==> src/rtl/aes_core_arbiter.sv <==
// Round-robin arbiter and sequencer that shares one AES core between two job sources.
// Holds core inputs stable while it runs and returns the ciphertext, or a watchdog abort.
module aes_core_arbiter #(
    parameter int unsigned DATA_W  = 128,
    parameter int unsigned TIMEOUT = 64
) (
    input  logic              AES_clk,
    input  logic              AES_rst_n,
    input  logic              req0_valid,
    output logic              req0_ready,
    input  logic [DATA_W-1:0] req0_data,
    input  logic [DATA_W-1:0] req0_key,
    input  logic              req1_valid,
    output logic              req1_ready,
    input  logic [DATA_W-1:0] req1_data,
    input  logic [DATA_W-1:0] req1_key,
    output logic              core_en,
    output logic [DATA_W-1:0] core_data_in,
    output logic [DATA_W-1:0] core_key_in,
    input  logic [DATA_W-1:0] core_data_out,
    input  logic              core_data_out_valid,
    output logic              resp_valid,
    input  logic              resp_ready,
    output logic              resp_id,
    output logic [DATA_W-1:0] resp_data,
    output logic              resp_timeout,
    output logic              busy
);

    localparam logic [1:0] StIdle = 2'd0;
    localparam logic [1:0] StRun  = 2'd1;
    localparam logic [1:0] StResp = 2'd2;

    localparam logic [7:0] CntLast = 8'(TIMEOUT - 1);

    logic [1:0]        state_q, state_d;
    logic              last_grant_q, last_grant_d;
    logic [7:0]        cnt_q, cnt_d;
    logic              id_q, id_d;
    logic [DATA_W-1:0] data_q, data_d;
    logic [DATA_W-1:0] key_q, key_d;
    logic [DATA_W-1:0] res_q, res_d;
    logic              tmo_q, tmo_d;

    logic idle;
    logic any_req;
    logic grant1;

    assign idle    = (state_q == StIdle);
    assign any_req = req0_valid | req1_valid;
    // On contention the requester not granted last wins.
    assign grant1  = (req0_valid & req1_valid) ? ~last_grant_q : req1_valid;

    assign req0_ready = idle & any_req & ~grant1;
    assign req1_ready = idle & grant1;

    always_comb begin
        state_d      = state_q;
        last_grant_d = last_grant_q;
        cnt_d        = cnt_q;
        id_d         = id_q;
        data_d       = data_q;
        key_d        = key_q;
        res_d        = res_q;
        tmo_d        = tmo_q;
        case (state_q)
            StIdle: begin
                if (any_req) begin
                    state_d      = StRun;
                    last_grant_d = grant1;
                    id_d         = grant1;
                    data_d       = grant1 ? req1_data : req0_data;
                    key_d        = grant1 ? req1_key : req0_key;
                    cnt_d        = '0;
                end
            end
            StRun: begin
                cnt_d = cnt_q + 8'd1;
                // Core valid takes precedence over the watchdog in the same cycle.
                if (core_data_out_valid) begin
                    res_d   = core_data_out;
                    tmo_d   = 1'b0;
                    state_d = StResp;
                end else if (cnt_q == CntLast) begin
                    res_d   = '0;
                    tmo_d   = 1'b1;
                    state_d = StResp;
                end
            end
            StResp: begin
                if (resp_ready) begin
                    state_d = StIdle;
                end
            end
            default: state_d = StIdle;
        endcase
    end

    always_ff @(posedge AES_clk or negedge AES_rst_n) begin
        if (!AES_rst_n) begin
            state_q      <= StIdle;
            last_grant_q <= 1'b1;
            cnt_q        <= '0;
            id_q         <= 1'b0;
            data_q       <= '0;
            key_q        <= '0;
            res_q        <= '0;
            tmo_q        <= 1'b0;
        end else begin
            state_q      <= state_d;
            last_grant_q <= last_grant_d;
            cnt_q        <= cnt_d;
            id_q         <= id_d;
            data_q       <= data_d;
            key_q        <= key_d;
            res_q        <= res_d;
            tmo_q        <= tmo_d;
        end
    end

    assign core_en      = (state_q == StRun);
    assign core_data_in = data_q;
    assign core_key_in  = key_q;
    assign resp_valid   = (state_q == StResp);
    assign resp_id      = id_q;
    assign resp_data    = res_q;
    assign resp_timeout = tmo_q;
    assign busy         = ~idle;

endmodule

==> config.mk <==
export PLATFORM = sky130hd
export DESIGN_NAME = aes_core_arbiter
export DESIGN_NICKNAME = d
export VERILOG_FILES = /design/src/rtl/aes_core_arbiter.sv
export SDC_FILE = /design/constraint.sdc
export NUM_CORES = 1
export LEC_CHECK = 0
export ABC_AREA = 1
export CAP_MARGIN = 25
export CORE_AREA = 4 4 397 399
export CTS_BUF_LIST = sky130_fd_sc_hd__clkbuf_4 sky130_fd_sc_hd__clkbuf_8 sky130_fd_sc_hd__clkbuf_16
export CTS_CLUSTER_DIAMETER = 50
export DETAILED_ROUTE_END_ITERATION = 10
export DIE_AREA = 0 0 401 403
export PLACE_DENSITY_LB_ADDON = 0.3
export SETUP_SLACK_MARGIN = 0.5
export SLEW_MARGIN = 20
export SYNTH_ARGS = -nofsm -noshare
export SYNTH_HDL_FRONTEND = slang
export SYNTH_SLANG_ARGS = --single-unit
==> constraint.sdc <==
create_clock -name AES_clk -period 3.9 [get_ports AES_clk]
set_clock_uncertainty 0.2 [all_clocks]
set_input_delay 0.39 -clock AES_clk [delete_from_list [all_inputs] [get_ports AES_clk]]
set_output_delay 0.39 -clock AES_clk [all_outputs]
set_load 0.01 [all_outputs]
Yosys cells after proc, flatten, opt, wreduce, memory -nomap -nowiden
Index checks and enable logic that the tools add are counted.
{"block": "word_totals", "register_bits": 397, "in_bits": 646, "output_inout_bits": 391, "word_cells": 44}
{"block": "classes", "n_addsub": 1, "eq_ne": 6, "mux": 14, "bitwise_logic": 8, "n_reduce_logical": 7}
{"cell": "$mux 128", "n": 4}
{"cell": "$pmux 8 s2", "n": 1}
{"cell": "$add 8x1->8 const B", "n": 1}
{"cell": "$eq 8x6->1 const B", "n": 1}
{"cell": "$mux 2", "n": 4}
{"cell": "$mux 8", "n": 1}
{"cell": "$pmux 2 s3", "n": 1}
{"cell": "$reduce_and 2->1", "n": 3}
{"cell": "$and 1x1->1", "n": 4}
{"cell": "$ne 2x1->1 const B", "n": 2}
{"cell": "$reduce_bool 2->1", "n": 2}
{"cell": "$mux 1", "n": 3}
{"cell": "$ne 3x1->1 const B", "n": 1}
{"cell": "$not 1->1", "n": 3}
{"cell": "$reduce_and 3->1", "n": 1}
{"cell": "$eq 2x1->1 const B", "n": 1}
{"cell": "$eq 2x2->1 const B", "n": 1}
{"cell": "$logic_not 2->1", "n": 1}
{"cell": "$or 1x1->1", "n": 1}

Longest topological paths before layout
{"block": "logic_depth", "word_depth": 4, "depth_mapped": 10, "depth_no_buf": 8}

Worst setup path before layout
No wires, ideal clock.
{"block": "synth_timing", "path_kind": "register -> output", "startpoint": "reg last_grant_q", "endpoint": "out req0_ready", "t_arrival_ps": 1192, "required_ps": 3310, "slack_ps": 2118, "stages_incl_launch_ff": 4, "n_path_buf": 1, "cell_sequence": "dfstp_2 -> nand2_2 -> a21oi_2 -> clkbuf_1"}
{"block": "synth_between", "elab_chain_len": 4}
{"element": "from (decl)", "line_no": "37", "source": "logic last_grant_q, last_grant_d;"}
{"element": "from (signal assigned)", "line_no": "111", "source": "last_grant_q <= last_grant_d;"}
{"element": "$not 1->1", "line_no": "52", "source": "assign grant1 = (req0_valid & req1_valid) ? ~last_grant_q : req1_valid;"}
{"element": "$mux 1", "line_no": "52"}
{"element": "$not 1->1", "line_no": "54", "source": "assign req0_ready = idle & any_req & ~grant1;"}
{"element": "$and 1x1->1", "line_no": "54"}
{"element": "to (decl)", "line_no": "10", "source": "output logic req0_ready,"}
Every way passes these cells.

Worst setup path after layout
Same ends and word-level chain as after synthesis.

==> results.md <==
| Item | Value |
|---|---|
| Setup slack of the most critical reg-to-reg path | 1.18 ns |
| Post-route cell area | 32210 sq um |
| Largest stage delay on the critical path | 0.57 ns |
| Post-synth EDFFs | 0 |
| Avg Synthesized Cell Area | 8.294 sq um |
| Max-cap viol count | 0 |
| Die height | 403 microns |
| Setup slack of the critical path after layout | 0.8201 ns |
| Type of element capturing the critical path | primary output |
| Number of design-rule violations left by the first detailed-router iteration | 1064 |
| Largest vdd supply drop | 0.0004211 V |
| Total via count after detailed routing | 18501 |
| Initial Utilization | 0.1085 |
| Most instantiated library cell after synthesis | sky130_fd_sc_hd__nand2_1 |
| Crit path kind | flop to primary output |
| Global-route wire length before repair | 162000 microns |
| Routed WL per cell | 23.30 microns |
| Clock root cell | sky130_fd_sc_hd__clkbuf_16 |
| Post-layout minimum cycle time | 3.080 ns |
| Gp weighted congestion | 0.8617 |
| Achievable frequency | 324.7 MHz |
| Vias in the first global route | 18962 |
| Data required time of the critical path | 3.31 ns |
| CP startpoint | last_grant_q |
| Number of antenna violations at the first check in global routing | 71 |
| Clock sink count | 397 |
| Synth top area cells | sky130_fd_sc_hd__dfrtp_1 (59%), sky130_fd_sc_hd__nand2_1 (23%), sky130_fd_sc_hd__nand3_1 (11%) |
| Worst slew pin tran | 0.9630 ns |
| Reg-to-reg startpoint | last_grant_q |
| Critical-path cell with the highest stage delay | sky130_fd_sc_hd__dfstp_2 |
| Max-slew violations | 0 |
| Number of non-filler instances in the completed layout | 5146 |
| Net count of the mapped netlist | 2659 |
| Clock share of power | 0.264 |
| Final cycle utilization of the critical path | 0.7897 |
| Register-to-Register Path Depth | 9 |
| Routed WL | 119900 microns |
| Hold_sp | core_data_out_valid |
| Pin count of the biggest net entering global routing | 137 |
| Flip-flop cell with the highest count after synthesis | sky130_fd_sc_hd__dfrtp_1 |
| Post-DP Area | 29530 sq um |
| Cells traversed along the worst timing path | nand2_2 -> buf_4 -> a21oi_4 -> buf_12 -> clkdlybuf4s50_1 |
| Ys Warns | 0 |
| Number of setup violations in the final report | 0 |
| Core area | 153900 sq um |
| Post-synthesis async set-or-reset flop share | 1.000 |
| Die area | 161600 sq um |
| Worst Setup Slack post-DPL | 0.7153 ns |
| Post-Route Setup TNS | 0 ns |
| Count of mapped cells out of synthesis | 2012 |
| Number of synthesized register bits | 397 |
| Cell Int Power | 15940 uW |
| Reg power frac | 0.287 |
| Worst min-delay path category | primary input to flop |
| Row count | 144 |
| Area share of the largest cell type after synthesis | 0.5938 |
| Endpoint of the worst-slack reg-to-reg timing path | core_key_in[95] |
| Number of instances on the worst hold path | 3 |
| Worst relative slew slack | 0.3580 |
| Vias per inst | 3.595 |
| Power density relative to cell area | 805.5 nW/um^2 |
| Portion of total power attributed to combinational logic | 0.449 |
| End point of the worst hold path | resp_data[6] |
| CP Data Arrival Time | 2.49 ns |
| Clock H-tree levels | 3 |
| Top cell type by total area after synthesis | sky130_fd_sc_hd__dfrtp_1 |
| Post-synth top cells | sky130_fd_sc_hd__nand2_1 (1001), sky130_fd_sc_hd__dfrtp_1 (396), sky130_fd_sc_hd__nand3_1 (366) |
| TritonCTS clock tree | yes |
| Number of ports placed on the die boundary | 1037 |
| Psw | 10010 uW |
| Share of final-layout standard cells stronger than drive strength 1 | 0.06016 |
| Die width | 401 microns |
| Maximum fanout along the worst path | 20 |
| Residual DRC count | 0 |
| Status | complete, no violations |
| Leakage power | 0.01382 uW |
| Number of buffers inserted by port buffering | 1036 |
| Overall power | 25950 uW |
| HPWL after detailed placement | 97020 microns |
| Hold violation count in the final report | 0 |
| Crit path launch type | flop |
| Clock transition at path regs | 0.05 ns |
| Net switching share of the total power | 0.3858 |
| Area overhead of the layout relative to synthesis | 93.05% |
| Clk buf depth | 3 |
| RSZ-0062 raised after global routing | no |
| CTS buffer count | 73 |
| Syn Std Cell Area | 16690 sq um |
| Drt pass-1 iters | 5 |
| Cell total after placement | 4998 |
| Number of distinct library cells after synthesis | 21 |
| Total gr overflow | 0 |
| Remaining antenna violation count | 0 |
| Total GRT Usage | 0.1430 |
| Number of nets in the layout | 3679 |
| Sequential-to-total area share from yosys stat | 0.5954 |
| Clock network latency to the later pin of the worst-skew pair | 0.64 ns |
routing by layer:
metal	track usage	routed length [microns]
met5	0	96
met4	0.03657	3061
met3	0.04708	9342
met2	0.2614	61800
met1	0.1587	45620
flip-flops by register name (all words and copies together) (netlist names):
register	cells
core_data_in	128
core_key_in	128
resp_data	128
cnt_q	8
state_q	2
last_grant_q	1
resp_id	1
resp_timeout	1
cell usage in the layout, fill, tap and decap left out, drive strengths merged, types with 19 or more instances in the layout:
| master | Yosys | final |
|---|---|---|
| nand2 | 1003 | 1003 |
| buf | 72 | 41 |
| inv | 13 | 24 |
| clkdlybuf4s50 | 0 | 1034 |
| dfrtp | 396 | 396 |
| nand3 | 366 | 366 |
| o21ai | 56 | 56 |
| clkinv | 0 | 19 |
| clkbuf | 59 | 91 |
| a21oi | 29 | 29 |
worst max-delay path by stage:
stage / end / slack [ns] / cells past startpoint
2_1_floorplan: req0_ready / 2.12 / 3
3_3_place_gp: core_data_in[88] / 0.71 / 7
3_5_place_dp: core_data_in[88] / 0.72 / 7
4_1_cts: req0_ready / 0.69 / 5
5_1_grt: req0_ready / 0.69 / 5
6_report: req0_ready / 0.82 / 5
critical path: cells and delay by family (launching register included):
| family | cells | cell delay, ns |
|---|---|---|
| AOI/OAI and AO/OA | 1 | 0.18 |
| buffers and inverters | 3 | 0.96 |
| DFF | 1 | 0.57 |
| and+or+nand+nor | 1 | 0.14 |
per-stage QoR:
| step | util | hold slack, ns |
|---|---|---|
| after CTS | 0.2092 | 0.0008965 |
| after detailed placement | 0.1919 | 0.2573 |
| after global placement | 0.1919 | 0.2541 |
| after global routing | 0.2092 | 0.04146 |
| after floorplan | - | -0.1056 |
| final | 0.2094 | 0.08258 |
cells by family (layout without fill, tap and decap cells):
kind of cell    count (synthesis)  after routing  synth area share
flops                         397            397            0.5954
simple gates                 1385           1385            0.3405
buf+inv                       144           1224           0.03741
compound gates                 85             85           0.02594
fa+ha+maj                       1              1         0.0007497
other cells                     0             10                 0
power by group through the flow:
stage / combinational (uW) / clock [uW] / sequential [uW]
floorplan: 3630 / 0 / 8130
global placement: 12000 / 0 / 7480
detailed placement: 12000 / 0 / 7520
CTS: 12100 / 7110 / 7500
global route: 12700 / 7270 / 7720
finish: 11600 / 6850 / 7450
what timing repair did:
action                                  in CTS  in global routing
endpoints found under the setup margin       1                  0
hold buffers                                 1                  0
gates resized for setup                      0                  0
hold endpoints to repair                    62                  0
setup buffers                                2                  0
layout make-up:
type | count | area, sq um
fill | 17132 | 121700
antenna | 10 | 25.02
clock buffer | 91 | 2066
clock inverter | 44 | 554.3
sequential | 397 | 9936
timing repair buffer | 1076 | 10880
inverter | 13 | 51.30
tap | 2044 | 2557
multi-input combinational | 1471 | 6150
No activity file was read; power rests on OpenSTA's default activity.
